--- config.mk ---
export PLATFORM = sky130hd
export DESIGN_NAME = scmp_bus_ctl
export DESIGN_NICKNAME = d
export VERILOG_FILES = /design/src/rtl/scmp_bus_ctl.sv
export SDC_FILE = /design/constraint.sdc
export NUM_CORES = 1
export LEC_CHECK = 0
export BUFFER_PORTS_ARGS = -buffer_cell sky130_fd_sc_hd__buf_2
export CAP_MARGIN = 30
export CORE_UTILIZATION = 51
export DETAILED_ROUTE_END_ITERATION = 6
export HOLD_SLACK_MARGIN = 0.05
export PLACE_DENSITY = 0.84
export SLEW_MARGIN = 5
export SYNTH_ARGS = -nofsm -noshare
export SYNTH_HDL_FRONTEND = slang
export SYNTH_SLANG_ARGS = --single-unit
--- constraint.sdc ---
create_clock -name i_clk -period 4.3 [get_ports i_clk]
set_input_delay 0.215 -clock i_clk [delete_from_list [all_inputs] [get_ports i_clk]]
set_output_delay 0.215 -clock i_clk [all_outputs]
set_load 0.05 [all_outputs]
--- src/rtl/scmp_bus_ctl.sv ---
// scmp_bus_ctl: SC/MP bus-cycle controller, turning ADS/RD/WR pin cycles into a single-outstanding req/ack memory transaction
// Ports:
//   i_clk, i_rst_n            clock, synchronous active-low reset
//   i_cpu_addr[11:0]          core address A11..A0
//   i_cpu_D_o[7:0]            core data out ({H,D,I,R,A15..A12} during ADS, write data during WR)
//   i_cpu_ADS_n/RD_n/WR_n     active-low core strobes
//   o_cpu_D_i[7:0]            registered read data back to the core
//   o_cpu_hold                stall request to the core
//   o_mem_addr/flags/wdata/we latched transaction fields
//   o_mem_req, i_mem_ack      request/acknowledge handshake, i_mem_rdata read data
//   o_bus_err                 one-cycle pulse on timeout abort
//   o_halt_o, i_cont_i        halt level set by H-flagged ADS, cleared by cont
module scmp_bus_ctl #(
    parameter int TIMEOUT = 16
) (
    input  logic        i_clk,
    input  logic        i_rst_n,
    input  logic [11:0] i_cpu_addr,
    input  logic [7:0]  i_cpu_D_o,
    input  logic        i_cpu_ADS_n,
    input  logic        i_cpu_RD_n,
    input  logic        i_cpu_WR_n,
    output logic [7:0]  o_cpu_D_i,
    output logic        o_cpu_hold,
    output logic [15:0] o_mem_addr,
    output logic [3:0]  o_mem_flags,
    output logic [7:0]  o_mem_wdata,
    output logic        o_mem_we,
    output logic        o_mem_req,
    input  logic        i_mem_ack,
    input  logic [7:0]  i_mem_rdata,
    output logic        o_bus_err,
    output logic        o_halt_o,
    input  logic        i_cont_i
);
    localparam int CW = (TIMEOUT < 1) ? 1 : $clog2(TIMEOUT + 1);
    localparam logic [CW-1:0] LAST = CW'((TIMEOUT < 1) ? 0 : TIMEOUT - 1);
    typedef enum logic [2:0] {IDLE, ADDR, RD_REQ, WR_REQ, DONE} state_t;
    state_t r_state, w_next;
    logic [15:0] r_addr;
    logic [3:0] r_flags;
    logic [7:0] r_wdata, r_din;
    logic [CW-1:0] r_cnt;
    logic r_err, r_halt;
    logic w_latch, w_req, w_tout, w_end;
    assign w_latch = (r_state == IDLE || r_state == ADDR) && !i_cpu_ADS_n;
    assign w_req = r_state == RD_REQ || r_state == WR_REQ;
    // ack in the timeout cycle takes precedence over the abort
    assign w_tout = (TIMEOUT != 0) && r_cnt == LAST && !i_mem_ack;
    assign w_end = w_req && (i_mem_ack || w_tout);
    always_comb begin
        w_next = r_state;
        case (r_state)
            IDLE: w_next = !i_cpu_ADS_n ? ADDR : IDLE;
            ADDR: w_next = !i_cpu_ADS_n ? ADDR : !i_cpu_RD_n ? RD_REQ : !i_cpu_WR_n ? WR_REQ : ADDR;
            RD_REQ, WR_REQ: w_next = w_end ? DONE : r_state;
            DONE: w_next = (i_cpu_RD_n && i_cpu_WR_n) ? IDLE : DONE;
            default: w_next = IDLE;
        endcase
    end
    always_ff @(posedge i_clk) begin
        if (!i_rst_n) begin
            r_state <= IDLE;
            r_addr  <= '0;
            r_flags <= '0;
            r_wdata <= '0;
            r_din   <= '0;
            r_cnt   <= '0;
            r_err   <= 1'b0;
            r_halt  <= 1'b0;
        end else begin
            r_state <= w_next;
            r_err   <= w_req && w_tout;
            // counter sits at zero outside the request states, so it is clear on entry
            r_cnt   <= w_req ? r_cnt + 1'b1 : '0;
            if (w_latch) begin
                r_addr  <= {i_cpu_D_o[3:0], i_cpu_addr};
                r_flags <= i_cpu_D_o[7:4];
            end
            if (r_state == ADDR && w_next == WR_REQ)
                r_wdata <= i_cpu_D_o;
            if (r_state == RD_REQ && w_end)
                r_din <= i_mem_ack ? i_mem_rdata : 8'hFF;
            if (w_latch && i_cpu_D_o[7])
                r_halt <= 1'b1;
            else if (i_cont_i)
                r_halt <= 1'b0;
        end
    end
    assign o_cpu_D_i   = r_din;
    assign o_cpu_hold  = (r_state == ADDR && (!i_cpu_RD_n || !i_cpu_WR_n)) || w_req;
    assign o_mem_addr  = r_addr;
    assign o_mem_flags = r_flags;
    assign o_mem_wdata = r_wdata;
    assign o_mem_we    = r_state == WR_REQ;
    assign o_mem_req   = w_req;
    assign o_bus_err   = r_err;
    assign o_halt_o    = r_halt;
endmodule

==> flow_summary.yaml <==
yosys:
  syn_inst: 200
  ys_types: 31
  ys_ff_latch: 46
  synth_area_leaders: "dfxtp_1, nand2_1, a21boi_0"
  synth-simple-area-share_pct: 24.5
  yosys.area.top_type_share_pct: 50.1
  synth.mux.area_fraction_pct: 4.35
  synth_top_family_by_area: "simple AND/OR/NAND/NOR gates"
  mappedNetlistNets: 237
  ys_warn_count: 0
  synth_fa_ha_area_share_pct: 1.36
  avgSynthCellArea_sq_um: 9.20
  yosysTopAreaCell: "dfxtp_1"
  seq_area_frac_synth_pct: 50.1
  synth.cell_area_sq_mm: 0.00184
  synth-compound-area-share_pct: 14.8
  synthXorXnorAreaFrac_pct: 0.952
hold_path:
  hp-start: "i_cpu_addr[0]"
  hp-class: "in -> reg"
  holdPathEnd: "o_mem_addr[0]"
  hold-path-cell-count: 3
grt:
  grt_pass1_wl_um: 5630
  grt_use_total_pct: 20.2
  antenna_found_initial: 0
  gr-total-overflow: 0
  grt_max_degree: 49
  grt_pass1_vias: 1313
pwr:
  p_switching_mw: 0.243
  leakage_nw: 1.14
  clockPowerShare_pct: 26.2
  p_int_mw: 0.563
  ir_worst_vdd_mv: 0.198
  comb_power_share_pct: 17.5
  swShare_pct: 30.2
  powerDensity_mw_per_mm2: 353
  pwr-share-seq_pct: 56.3
clock_tree:
  root_buffer: "clkbuf_4"
  ctsHoldBuffers: 0
  post-cts-setup-buffer-count: 0
  cts_tree: "yes"
  clk_pin_slew_ns: 0.13
  cts.sinks: 46
  cts_max_level: 2
  postCtsResizedCells: 0
  cts_max_path_buffers: 2
  clk_latency_ns: 0.35
  numCtsBuffers: 5
route:
  detail-route-antenna-nets: 0
  dr.pass1.iters: 4
  drtIter0Drc: 52
  remaining_drc_errors: 0
  routed_via_density: 5.11
  routed_wl_um: 3700
  num_vias: 1621
  wire_per_inst_um: 11.7
sta:
  worstMarginPinSlew_ns: 0.734
  hold_viol_final: 0
  fin_crit_ns: 1.93
  fmax_ghz: 0.519
  rsz0062_at_grt: "false"
  setup_ws_ns: 2.37
  setup_viol: 0
  final_max_slew_viol_count: 0
  clock_skew_ns: 0.0133
  worst_slew_margin_rel_pct: 51.1
  setup_tns_ns: 0
  finalCritPeriodShare_pct: 44.8
flow_run:
  drv_cap: 0
die:
  dieHeight_um: 62.1
  die-area_sq_mm: 0.00385
  ios: 76
  core_sq_mm: 0.00339
  rows: 21
  initial_utilization_pct: 54.3
  die_w_um: 62.1
layout:
  regArea_sq_um: 921
  fin_area_sq_mm: 0.00228
  fill_cells: 297
  final_nets: 307
  syn2layout_area_growth_pct: 24.1
  multi_input_area_sq_um: 851
  n_antenna_cell: 0
  drive_gt1_share_pct: 32.8
place:
  place_ws_ns: 2.54
  numPortBuffers: 75
  placed_cell_area_sq_mm: 0.00222
  gp_congestion: 0.731
  hpwl_um: 2670
setup_path:
  reg2reg_from: "r_state[1]"
  worstPathRequired_ns: 4.09
  end_kind: "output pin"
  timing.critical_path.from: "r_state[1]"
  timing.rr.end: "o_cpu_D_i[0]"
  r2r_slack_ns: 2.54
  path_max_fanout: 10
  start_kind: "flop"
  r2r_cells: 3
  critPathArrivalTime_ns: 1.71
  worst-setup-path-type: "reg -> out"
run_status:
  status: "complete, no violations"
-- worst max-delay path, cell delays in order (launching register included) --
cell and delay (ns):
dfxtp_1 0.56, nor2b_1 0.36, and2_2 0.19, buf_2 0.25
-- synth_stat cells, drive strengths merged --
cell type and count:
a21boi 21, a21oi 4, and2 1, and3 2, buf 9, clkbuf 4
dfxtp 46, ha 2, inv 1, mux2i 8, nand2 61, nand2b 1
nand3 1, nand3b 8, nand4 1, nand4b 1, nor2 7, nor2b 2
nor3 2, nor3b 3, nor4b 1, o211a 8, o21ai 3, or3 1
xnor2 1, xor2 1
-- per-layer routing --
| metal | global-route usage [%] | wire length, um | vias to the layer above |
|---|---|---|---|
| met5 | 0 | 0 | - |
| met4 | 8.57 | 28 | 0 |
| met1 | 24.7 | 1670 | 759 |
| met2 | 33.6 | 1790 | 51 |
| met3 | 5.38 | 211 | 3 |
| li1 | - | - | 808 |
-- cell families (layout without fill, tap and decap cells) --
logic type | Yosys count | in the layout
multiplexers | 8 | 8
buffers and inverters | 14 | 85
AND/OR/NAND/NOR | 92 | 92
flip-flops | 46 | 46
XOR/XNOR | 2 | 2
adder cells (fa/ha/maj) | 2 | 2
AO/OA/AOI/OAI | 36 | 36
-- how the worst max path moves through the flow --
| stage | to | cells past startpoint |
|---|---|---|
| after floorplan | o_mem_we | 3 |
| after global routing | o_mem_we | 3 |
| after CTS | o_mem_we | 3 |
| after global placement | o_mem_flags[3] | 3 |
| after detailed placement | o_cpu_D_i[0] | 3 |
| final | o_mem_we | 3 |
-- power by group through the flow --
| stage | combinational, mW | sequential, mW | clock, mW |
|---|---|---|---|
| 4_1_cts | 0.142 | 0.454 | 0.217 |
| 2_1_floorplan | 0.0504 | 0.514 | 0 |
| 3_3_place_gp | 0.139 | 0.463 | 0 |
| 5_1_grt | 0.153 | 0.456 | 0.236 |
| 6_report | 0.141 | 0.454 | 0.212 |
| 3_5_place_dp | 0.142 | 0.464 | 0 |
-- sequential cells by signal (all words and copies together) (netlist names) --
name         count
r_cnt            5
o_bus_err        1
o_mem_addr      16
o_mem_wdata      8
r_state          3
o_halt_o         1
o_mem_flags      4
o_cpu_D_i        8
-- cells in the final DEF, fill, tap and decap left out, drive strengths merged, types with 2 or more instances in the layout --
cell type and instances:
ha 2, buf 76, nor3 2, nor3b 3
nand3b 8, clkbuf 6, mux2i 8, o211a 8
o21ai 3, nor2b 2, nand2 61, nor2 7
dfxtp 46, a21boi 21, and3 2, a21oi 4
-- area by class of cell --
cell class	instances	share of cell area, %
clock inverters	2	0.548
multi-input cells	140	37.3
clock buffers	6	2.25
flip-flops and latches	46	40.3
inverters	1	0.164
repair buffers	76	16.9
well taps	46	2.52
-- stage by stage --
stage / hold WS [ns] / util (%) / cells / power (mW)
2_1_floorplan: 0.350 / - / 200 / 0.564
3_3_place_gp: 0.434 / 65.2 / 308 / 0.602
3_5_place_dp: 0.439 / 65.5 / 309 / 0.605
4_1_cts: 0.0880 / 67.4 / 317 / 0.813
5_1_grt: 0.0730 / 67.4 / 317 / 0.844
6_report: 0.0912 / 67.4 / 317 / 0.806
No activity file was read; power rests on OpenSTA's default activity.
